===== config.mk =====
export PLATFORM = sky130hd
export DESIGN_NAME = float_alu_core
export DESIGN_NICKNAME = d
export VERILOG_FILES = /design/src/rtl/float_alu_core.sv
export SDC_FILE = /design/constraint.sdc
export NUM_CORES = 1
export LEC_CHECK = 0
export ABC_AREA = 1
export BUFFER_PORTS_ARGS = -buffer_cell sky130_fd_sc_hd__buf_2
export CELL_PAD_IN_SITES_DETAIL_PLACEMENT = 0
export CELL_PAD_IN_SITES_GLOBAL_PLACEMENT = 2
export CORE_MARGIN = 5
export CORE_UTILIZATION = 38
export DETAILED_ROUTE_END_ITERATION = 16
export HOLD_SLACK_MARGIN = 0.08
export PLACE_DENSITY = 0.89
export SETUP_SLACK_MARGIN = 0.5
export SYNTH_ARGS = -nofsm -noshare
export SYNTH_HDL_FRONTEND = slang
export SYNTH_SLANG_ARGS = --single-unit

===== constraint.sdc =====
create_clock -name clk -period 12.85 [get_ports clk]
set_input_delay 0.6425 -clock clk [delete_from_list [all_inputs] [get_ports clk]]
set_output_delay 0.6425 -clock clk [all_outputs]
set_load 0.1 [all_outputs]

===== src/rtl/float_alu_core.sv =====
// Multi-cycle IEEE-754 binary32 add/subtract unit with a start/valid handshake.
// One operation in flight; fixed 4-clock latency from start to valid_out.
module float_alu_core (
    input  logic        clk,
    input  logic        rst,
    input  logic [31:0] op_a,
    input  logic [31:0] op_b,
    input  logic [2:0]  op_code,
    input  logic        round_mode,
    input  logic        start,
    output logic [31:0] result,
    output logic        valid_out,
    output logic [4:0]  flags
);

    typedef enum logic [2:0] {
        S_IDLE,
        S_UNPACK,
        S_ALIGN,
        S_ADD,
        S_NORM_ROUND
    } state_t;

    localparam logic [31:0] QNAN = 32'h7FC0_0000;

    state_t state, state_nxt;

    // captured request
    logic [31:0] a_q, b_q;
    logic [2:0]  op_q;
    logic        rm_q;

    // unpacked operands and special-case outcome
    logic        sa_q, sb_q;
    logic [9:0]  ea_q, eb_q;
    logic [23:0] ma_q, mb_q;
    logic        spec_q, spec_nv_q;
    logic [31:0] spec_res_q;

    // aligned operands
    logic        sl_q, effsub_q;
    logic [9:0]  el_q;
    logic [26:0] ml_q, ms_q;

    // raw sum
    logic [27:0] sum_q;

    // ---------------- unpack logic ----------------
    logic [7:0]  a_exp, b_exp;
    logic [22:0] a_frac, b_frac;
    logic        sb_eff;
    logic        a_nan, b_nan, a_snan, b_snan, a_inf, b_inf;
    logic        u_spec, u_nv;
    logic [31:0] u_res;

    always_comb begin
        a_exp  = a_q[30:23];
        b_exp  = b_q[30:23];
        a_frac = a_q[22:0];
        b_frac = b_q[22:0];
        sb_eff = b_q[31] ^ (op_q == 3'b001);
        a_nan  = (&a_exp) & (|a_frac);
        b_nan  = (&b_exp) & (|b_frac);
        a_snan = a_nan & ~a_frac[22];
        b_snan = b_nan & ~b_frac[22];
        a_inf  = (&a_exp) & ~(|a_frac);
        b_inf  = (&b_exp) & ~(|b_frac);

        u_spec = 1'b1;
        u_nv   = 1'b0;
        u_res  = QNAN;
        if (op_q != 3'b000 && op_q != 3'b001) begin
            u_nv = 1'b1;
        end else if (a_nan || b_nan) begin
            u_nv = a_snan | b_snan;
        end else if (a_inf && b_inf) begin
            if (a_q[31] == sb_eff)
                u_res = {a_q[31], 8'hFF, 23'd0};
            else
                u_nv = 1'b1;
        end else if (a_inf) begin
            u_res = {a_q[31], 8'hFF, 23'd0};
        end else if (b_inf) begin
            u_res = {sb_eff, 8'hFF, 23'd0};
        end else begin
            u_spec = 1'b0;
        end
    end

    // ---------------- align logic ----------------
    logic        a_ge;
    logic [9:0]  e_big, e_small, e_diff;
    logic [23:0] m_big, m_small;
    logic [4:0]  al_sh;
    logic [26:0] small_ext, small_shr;
    logic        al_lost;

    always_comb begin
        a_ge    = {ea_q, ma_q} >= {eb_q, mb_q};
        e_big   = a_ge ? ea_q : eb_q;
        e_small = a_ge ? eb_q : ea_q;
        m_big   = a_ge ? ma_q : mb_q;
        m_small = a_ge ? mb_q : ma_q;
        e_diff  = e_big - e_small;
        al_sh   = (e_diff > 10'd26) ? 5'd26 : e_diff[4:0];
        small_ext = {m_small, 3'b000};
        small_shr = small_ext >> al_sh;
        // everything pushed past the sticky position folds into sticky
        al_lost   = |(small_ext & ((27'd1 << al_sh) - 27'd1));
    end

    // ---------------- normalise / round logic ----------------
    logic [4:0]  lz;
    logic [9:0]  lim, nsh;
    logic [26:0] n_sig;
    logic [9:0]  n_exp, exp_f;
    logic [23:0] mant, mant_f;
    logic [24:0] mant_r;
    logic        g, r, s, inexact, rnd_up, ovf;
    logic [7:0]  exp_field;
    logic [31:0] nr_res;
    logic [4:0]  nr_flags;

    function automatic logic [4:0] lzc27(input logic [26:0] v);
        logic [4:0] n;
        n = 5'd27;
        for (int unsigned i = 0; i < 27; i++)
            if (v[i]) n = 5'(26 - i);
        return n;
    endfunction

    always_comb begin
        lz    = lzc27(sum_q[26:0]);
        lim   = el_q - 10'd1;
        nsh   = '0;
        n_sig = '0;
        n_exp = el_q;
        if (sum_q[27]) begin
            n_sig = {sum_q[27:2], sum_q[1] | sum_q[0]};
            n_exp = el_q + 10'd1;
        end else begin
            // stop at exponent 1; whatever is left unnormalised is subnormal
            nsh   = ({5'd0, lz} > lim) ? lim : {5'd0, lz};
            n_sig = sum_q[26:0] << nsh;
            n_exp = el_q - nsh;
        end

        mant    = n_sig[26:3];
        g       = n_sig[2];
        r       = n_sig[1];
        s       = n_sig[0];
        inexact = g | r | s;
        rnd_up  = ~rm_q & g & (r | s | mant[0]);
        mant_r  = {1'b0, mant} + {24'd0, rnd_up};
        if (mant_r[24]) begin
            mant_f = mant_r[24:1];
            exp_f  = n_exp + 10'd1;
        end else begin
            mant_f = mant_r[23:0];
            exp_f  = n_exp;
        end
        ovf       = mant_f[23] & (exp_f >= 10'd255);
        exp_field = mant_f[23] ? exp_f[7:0] : 8'd0;

        nr_res   = {sl_q, exp_field, mant_f[22:0]};
        nr_flags = {3'b000, (exp_field == 8'd0) & inexact, inexact};
        if (spec_q) begin
            nr_res   = spec_res_q;
            nr_flags = {spec_nv_q, 4'b0000};
        end else if (sum_q == 28'd0) begin
            nr_res   = {sl_q & ~effsub_q, 31'd0};
            nr_flags = '0;
        end else if (ovf) begin
            nr_res   = rm_q ? {sl_q, 31'h7F7F_FFFF} : {sl_q, 8'hFF, 23'd0};
            nr_flags = 5'b00101;
        end
    end

    // ---------------- FSM ----------------
    always_ff @(posedge clk or posedge rst) begin
        if (rst) state <= S_IDLE;
        else     state <= state_nxt;
    end

    always_comb begin
        state_nxt = state;
        case (state)
            S_IDLE:       if (start) state_nxt = S_UNPACK;
            S_UNPACK:     state_nxt = S_ALIGN;
            S_ALIGN:      state_nxt = S_ADD;
            S_ADD:        state_nxt = S_NORM_ROUND;
            S_NORM_ROUND: state_nxt = S_IDLE;
            default:      state_nxt = S_IDLE;
        endcase
    end

    // ---------------- datapath registers ----------------
    always_ff @(posedge clk or posedge rst) begin
        if (rst) begin
            a_q <= '0; b_q <= '0; op_q <= '0; rm_q <= 1'b0;
            sa_q <= 1'b0; sb_q <= 1'b0; ea_q <= '0; eb_q <= '0;
            ma_q <= '0; mb_q <= '0;
            spec_q <= 1'b0; spec_nv_q <= 1'b0; spec_res_q <= '0;
            sl_q <= 1'b0; effsub_q <= 1'b0; el_q <= '0;
            ml_q <= '0; ms_q <= '0; sum_q <= '0;
        end else begin
            case (state)
                S_IDLE: if (start) begin
                    a_q  <= op_a;
                    b_q  <= op_b;
                    op_q <= op_code;
                    rm_q <= round_mode;
                end
                S_UNPACK: begin
                    sa_q <= a_q[31];
                    sb_q <= sb_eff;
                    ea_q <= (a_exp == 8'd0) ? 10'd1 : {2'b00, a_exp};
                    eb_q <= (b_exp == 8'd0) ? 10'd1 : {2'b00, b_exp};
                    ma_q <= {a_exp != 8'd0, a_frac};
                    mb_q <= {b_exp != 8'd0, b_frac};
                    spec_q     <= u_spec;
                    spec_nv_q  <= u_nv;
                    spec_res_q <= u_res;
                end
                S_ALIGN: begin
                    sl_q     <= a_ge ? sa_q : sb_q;
                    effsub_q <= sa_q ^ sb_q;
                    el_q     <= e_big;
                    ml_q     <= {m_big, 3'b000};
                    ms_q     <= {small_shr[26:1], small_shr[0] | al_lost};
                end
                S_ADD: begin
                    sum_q <= effsub_q ? ({1'b0, ml_q} - {1'b0, ms_q})
                                      : ({1'b0, ml_q} + {1'b0, ms_q});
                end
                default: ;
            endcase
        end
    end

    // ---------------- outputs ----------------
    always_ff @(posedge clk or posedge rst) begin
        if (rst) begin
            result    <= '0;
            flags     <= '0;
            valid_out <= 1'b0;
        end else begin
            valid_out <= (state == S_NORM_ROUND);
            if (state == S_NORM_ROUND) begin
                result <= nr_res;
                flags  <= nr_flags;
            end
        end
    end

endmodule


==> impl_metrics.toml, run 1 <==
[outcome]
outcome = "finished, final reports clean"

[global_route]
grt_use_met2_pct = 34.8
grt_busiest_layer = "met2"
grt_pass1_vias = 18400
antenna_found_initial = 0
grt_max_degree = 94
gr-usage-all-layers_pct = 21.7
grt_pass1_wl_um = 100000
gr-total-overflow = 0
grt_use_met1_pct = 31.2
gr-usage-met3_pct = 2.66

[synth]
synth-seq-cells = 268
synth_nets = 2969
ys.flop_type = "dfrtp_1"
yosysTopAreaCellShare_pct = 34.5
syn_avg_cell_area_um2 = 6.95
netlist_top_cells_area = "dfrtp_1 35%, nand2_1 15%, o21ai_0 7.5%"
yosysMostFrequentCell = "nand2_1"
synth.distinct_cells = 59
synth_cells = 2796
synthTopCellsByCount = "756 x nand2_1, 296 x inv_1, 290 x o21ai_0"
yosys_warnings = 0
async_reset_ff_share_pct = 100
synth_edf_count = 0
yosysTopAreaCell = "dfrtp_1"
synth_seq_area_share_pct = 34.5
syn_area_mm2 = 0.0194

[clock_network]
ctsResizeCount = 0
cts_tree = "done"
clk_latency_ps = 550
clk_path_buf_depth = 3
cts_setup_buffers = 0
cts_sinks = 268
htreeDepth = 2
cts_hold_buf = 0
root_buffer = "clkbuf_16"
cts.reportedPaths.clkPinSlew_ps = 60
cts-buffers-inserted = 34

[cells_and_area]
layout.nets = 3010
num_antenna_cells = 0
post-route-util_pct = 42.8
area_delta_synth_final_pct = 10.9
stdcell_area_mm2 = 0.0216
drive_above_1_share_pct = 9.79
fillers = 5237

[drt]
vias = 18700
initialDrtViolationCount = 1325
first_pass_iters = 8
routed_wl_um = 61600
wl_per_cell_um = 17.4
ant_nets = 0
viasPerCell = 5.28
drc_errors = 0

[sta]
slew_viol_final = 0
max-slew-margin-rel_pct = 30.7
fin_crit_sh_pct = 59.0
max_freq_mhz = 132
rsz0062_at_grt = "false"
period_minus_slack_ps = 7590
fin_skew_ps = 21.3
tightestPinTransition_ps = 1030
hold_viol_final = 0
setup_viol = 0
setup_tns_ps = 0

[floorplanning]
die_h_um = 236
die_x_um = 236
ios = 109
core_area_mm2 = 0.0504
start_util_pct = 38.6
rows = 82
dieArea_mm2 = 0.0557

[worst_hold_path]
hold_path.class = "input port to asynchronous set/reset pin"

[placed_design]
placed_area_mm2 = 0.0204
hpwl_um = 47400
io_buffers = 107
place.gp.congestion = 0.915

[worst_setup_path]
required_ps = 13270
crit_arrival_ps = 8000
critPathCaptureType = "flip-flop"
worstSetupStartpointType = "flip-flop"
crit_path_frequent_cell = "nand2_1"
cp_slowest_stage_delay_ps = 710
slowest_stage = "clkinv_1"
crit_type = "flip-flop to flip-flop"
critical_path_peak_fanout = 28

[job]
maxCapViolCount = 0
-- logic make-up (layout without fill, tap and decap cells) --
group,Yosys count,in the layout,share of synthesized area (%)
XOR/XNOR,65,65,2.93
other,1,1,0.0193
adder cells (fa/ha/maj),102,102,6.65
buffers and inverters,443,507,9.13
AND/OR/NAND/NOR,1323,1323,29.5
AO/OA/AOI/OAI,565,565,15.6
multiplexers,29,29,1.66
flip-flops,268,268,34.5
-- placed cells by master, fill, tap and decap left out, types with 6 or more instances in the layout --
master	count
nor2_2	7
buf_4	24
nand4_1	43
clkinv_1	7
inv_2	14
nand3_2	8
or2_2	9
nor4_1	15
xor2_1	47
o21ai_0	290
dfrtp_1	268
nor2_1	163
nor3_1	13
nand3_1	273
o21ai_1	31
clkbuf_16	35
xnor2_1	18
o21bai_1	8
a21oi_1	160
a31oi_1	10
clkinv_2	6
o22ai_1	18
o211ai_1	15
buf_2	107
mux2_2	25
ha_1	100
nand2_2	10
nand2_1	755
inv_1	295
-- area by class of cell --
| cell class | instances | area (um^2) | area share [%] |
|---|---|---|---|
| Clock buffer | 42 | 932 | 4.33 |
| Inverter | 317 | 1200 | 5.56 |
| Tap cell | 672 | 841 | 3.90 |
| Sequential cell | 268 | 6710 | 31.1 |
| Timing Repair Buffer | 131 | 716 | 3.32 |
| Multi-Input combinational cell | 2085 | 11000 | 51.0 |
| Clock inverter | 17 | 178 | 0.824 |
-- worst paths after layout --
path	from	end	slack (ps)	depth (start not counted)
setup reg to reg	sum_q[0]	result[13]	5260	56
hold reg to reg	spec_res_q[30]	spec_res_q[30]	470	1
min in group clk	op_a[5]	a_q[5]	320	2
setup / recovery	sum_q[0]	result[13]	5260	56
max in group asynchronous	rst	el_q[5]	10610	4
hold / removal	rst	a_q[6]	150	2
-- critical path, delay by kind of cell, from the launching register on --
kind,cells,cell delay [ps]
DFF,1,430
xor gates and xnor gates,1,180
AOI/OAI and AO/OA,10,1830
and+or+nand+nor,40,3380
adders and majority gates,2,530
buffers and inverters,3,1080
-- metal layers --
layer	routed length (um)	part of all wire, %
met2	27800	45
met1	29800	48
met4	1620	2.6
met5	0	0
met3	2410	3.9
-- registers in the layout, indices dropped and copies added (netlist names), 4 cells and up --
signal  flops
el_q        8
ml_q       24
ms_q       27
sum_q      28
mb_q       24
ma_q       24
eb_q        8
flags       4
b_q        32
ea_q        8
a_q        32
result     32
-- stage by stage --
step                hold slack, ps  setup slack, ps  cells
CTS                            177             5280   3532
global route                   214             4280   3532
detailed placement             457             5300   3473
finish                         150             5260   3532
global placement               453             5410   3473
floorplan                      440             4830   2796
Power of run 1 is left out: the tool's default activity adds up to more than one toggle a clock period on the data nets, which glitch-free logic cannot reach.
==> run 2, diff against run 1 <==
- CORE_UTILIZATION: 38 -> 36
- PLACE_DENSITY: 0.89 -> 0.85
- clock period: 12.85 -> 7.9 ns (I/O delays scaled with it)
==> run 2 against run 1 <==
Net effect: die area is 5.3% higher; critical path depth is the same; routed wire length rose by 3.8%; cell count is 1.8% higher; critical endpoint is now result[16].
==> impl_metrics.toml, run 2 (synthesized netlist as in run 1, its figures left out) <==
[global_route]
grt_pass1_vias = 18500
gr-total-overflow = 0
grt_pass1_wl_um = 102000
gr-usage-all-layers_pct = 21.0
grt_max_degree = 159
antenna_found_initial = 1

[clock_network]
cts_sinks = 268
cts-buffers-inserted = 34
htreeDepth = 2
clk_path_buf_depth = 3
root_buffer = "clkbuf_16"
cts.reportedPaths.clkPinSlew_ps = 60
clk_latency_ps = 540
cts_tree = "done"

[drt]
wl_per_cell_um = 17.8
first_pass_iters = 5
drc_errors = 0
initialDrtViolationCount = 1106
routed_wl_um = 63900
viasPerCell = 5.23
ant_nets = 0
vias = 18800

[worst_setup_path]
rrSetupSlack_ps = 1150
critPathCaptureType = "flip-flop"
cp-startpoint = "sum_q[2]"
required_ps = 8310
critical_path_peak_fanout = 26
worstSetupStartpointType = "flip-flop"
cp_slowest_stage_delay_ps = 430
crit_type = "flip-flop to flip-flop"
crit_path_frequent_cell = "nand2_1"
crit_arrival_ps = 7160
slowest_stage = "dfrtp_1"
reg2reg_from = "sum_q[2]"

[cells_and_area]
final_cells = 3597
area_delta_synth_final_pct = 14.0
num_antenna_cells = 0
drive_above_1_share_pct = 10.6
final_common_cell = "nand2_1"
top_regs = "a_q (32), b_q (32), result (32)"
final_cell_mix = "754 x nand2_1, 294 x inv_1, 288 x o21ai_0"
layout.nets = 3057

[floorplanning]
core_area_mm2 = 0.0536
die_x_um = 242
rows = 85
die_h_um = 242
dieArea_mm2 = 0.0587
start_util_pct = 36.2
ios = 109

[sta]
hold_viol_final = 0
fin_hold_ws_ps = 106
rsz0062_at_grt = "true"
fin_crit_sh_pct = 85.4
setup_tns_ps = 0
setup_viol = 0
slew_viol_final = 0
max-slew-margin-rel_pct = 28.3
max_freq_mhz = 148
period_minus_slack_ps = 6750
fin_skew_ps = 22.7
tightestPinTransition_ps = 1070

[placed_design]
placed_cells = 3500
io_buffers = 107
place.gp.congestion = 0.917
hpwl_um = 48200

[worst_hold_path]
hold_path.class = "input port to flip-flop"
hp-start = "op_b[30]"

[job]
maxCapViolCount = 0

[outcome]
outcome = "finished, final reports clean"
-- run 2: path summary, 6_finish.rpt --
kind,end,cells past startpoint
hold reg to reg,result[1],2
setup / recovery,result[16],56
max in group asynchronous,result[13],5
hold / removal,b_q[30],3
min in group asynchronous,a_q[4],4
setup reg to reg,result[16],56
-- run 2: repair_timing --
item	4_1_cts	5_1_grt
hold buffers	29	0
hold endpoints to repair	73	0
resized for setup	0	27
setup endpoints to repair	0	35
buffers inserted	0	12
-- run 2: metrics by stage --
step	util (%)	instance area, um^2	setup WS [ps]
floorplan	-	19400	1800
global placement	38.2	20500	838
detailed placement	38.2	20500	700
CTS	40.9	21900	690
global route	41.3	22200	464
finish	41.3	22200	1150
-- run 2: critical path, delay by kind of cell (launching register included) --
family | cells | cell delay, ps
flip-flops | 1 | 430
XOR/XNOR | 1 | 180
AND/OR/NAND/NOR | 37 | 3090
AO/OA/AOI/OAI | 12 | 1810
buffers and inverters | 4 | 630
adder cells (fa/ha/maj) | 2 | 450
-- run 2: area by class of cell --
cell class	count	area, um^2
clock buffer	45	993
clock inverter	8	121
fill	5690	31500
inverter	317	1200
multi-input combinational	2088	11100
sequential	268	6710
tap	696	871
timing repair buffer	175	1140
-- run 2: routing by layer --
| layer | GRT usage (%) | part of all wire (%) |
|---|---|---|
| met1 | 29.6 | 47 |
| met2 | 33.8 | 45 |
| met3 | 2.68 | 4.3 |
| met4 | 6.65 | 3.3 |
| met5 | 0 | 0.022 |
Power of run 2 is left out for the same reason.
==> run 3, diff against run 2 <==
- CORE_MARGIN: 5 -> default
==> run 3 against run 2 <==
Net effect: cell area is 0.38% lower; critical path depth is 1 higher; maximum frequency is 0.80% lower.
==> impl_metrics.toml, run 3 (synthesized netlist as in run 1, its figures left out) <==
[drt]
viasPerCell = 5.21
vias = 18700
wl_per_cell_um = 17.5
first_pass_iters = 5
ant_nets = 0
routed_wl_um = 62800
initialDrtViolationCount = 1249
drc_errors = 0

[placed_design]
hpwl_um = 47900
place.gp.congestion = 0.916
io_buffers = 107

[cells_and_area]
area_delta_synth_final_pct = 13.6
drive_above_1_share_pct = 10.7
final_common_cell = "nand2_1"
layout.nets = 3049
final_cell_mix = "754 x nand2_1, 295 x inv_1, 289 x o21ai_0"
fillers = 5614
top_regs = "a_q (32), b_q (32), result (32)"
num_antenna_cells = 0

[worst_hold_path]
hold_path.class = "input port to flip-flop"

[sta]
setup_tns_ps = 0
fin_skew_ps = 27.7
rsz0062_at_grt = "false"
slew_viol_final = 0
period_minus_slack_ps = 6800
tightestPinTransition_ps = 1080
max_freq_mhz = 147
setup_viol = 0
max-slew-margin-rel_pct = 27.6
fin_crit_sh_pct = 86.1
hold_viol_final = 0

[clock_network]
clk_latency_ps = 540
cts.reportedPaths.clkPinSlew_ps = 60
cts-buffers-inserted = 34
root_buffer = "clkbuf_16"
cts_tree = "done"
clk_path_buf_depth = 3
htreeDepth = 2
cts_sinks = 268

[job]
maxCapViolCount = 0

[worst_setup_path]
rrSetupSlack_ps = 1100
cp_top_family = "simple AND/OR/NAND/NOR gates"
critPathCaptureType = "flip-flop"
cp_num_buf_inv = 6
cp_slowest_stage_delay_ps = 420
required_ps = 8310
slowest_stage = "dfrtp_1"
crit_arrival_ps = 7220
crit_type = "flip-flop to flip-flop"
crit_path_frequent_cell = "nand2_1"
worstSetupStartpointType = "flip-flop"
critical_path_peak_fanout = 26

[floorplanning]
start_util_pct = 36.7
dieArea_mm2 = 0.0549
rows = 84
die_h_um = 234
ios = 109
die_x_um = 234
core_area_mm2 = 0.0530

[global_route]
grt_pass1_vias = 17900
antenna_found_initial = 0
grt_pass1_wl_um = 98900
gr-usage-all-layers_pct = 22.8
grt_max_degree = 100
gr-total-overflow = 0

[outcome]
outcome = "finished, final reports clean"
[run 3: cell types whose count changed in the layout (fill, tap and decap cells not counted), sizes merged]
cell,previous run,this run
clkinv,9,15
nand3,287,289
dlygate4sd3,29,18
buf,146,147
[run 3: per-stage QoR]
stage	hold slack (ps)	util, %	setup slack (ps)	instance area (um^2)	cells
floorplan	440	-	1800	19400	2796
global placement	455	38.7	981	20500	3496
detailed placement	460	38.7	810	20500	3496
CTS	80.7	41.2	763	21800	3573
global route	93.8	41.7	505	22100	3587
finish	102	41.7	1100	22100	3587
[run 3: timing repair]
action | in CTS | in global routing
hold endpoints to repair | 43 | 0
hold buffers | 18 | 0
setup buffers | 0 | 9
setup endpoints to repair | 0 | 34
resized for setup | 0 | 20
[run 3: layout make-up]
cell class / instances / area [um^2] / area share, %
tap: 688 / 861 / 3.90
clock inverter: 14 / 159 / 0.720
sequential: 268 / 6710 / 30.4
inverter: 317 / 1200 / 5.43
clock buffer: 45 / 973 / 4.41
timing repair buffer: 165 / 1030 / 4.68
multi-input combinational: 2090 / 11100 / 50.5
[run 3: worst paths after layout]
| check | cells after the start | startpoint | to |
|---|---|---|---|
| hold / removal | 2 | op_a[1] | a_q[1] |
| setup reg to reg | 57 | sum_q[2] | result[10] |
| setup / recovery | 57 | sum_q[2] | result[10] |
| min in group asynchronous | 3 | rst | a_q[7] |
| max in group asynchronous | 5 | rst | ms_q[0] |
| hold reg to reg | 2 | result[15] | result[15] |
[run 3: layer usage]
layer	vias up	track usage (%)	routed length (um)	share of wire [%]
li1	9434	-	-	-
met1	8779	32.6	30600	49
met2	406	36.7	28300	45
met3	71	2.53	2540	4.0
met4	0	5.69	1330	2.1
met5	-	0	0	0
[run 3: worst reg2reg max path, delay by kind of cell, from the launching register on]
family,cells,cell delay (ps)
adders and majority gates,2,540
buffers and inverters,6,720
xor gates and xnor gates,1,250
DFF,1,420
and+or+nand+nor,41,3760
AOI/OAI and AO/OA,7,1000
Power of run 3 is left out for the same reason.
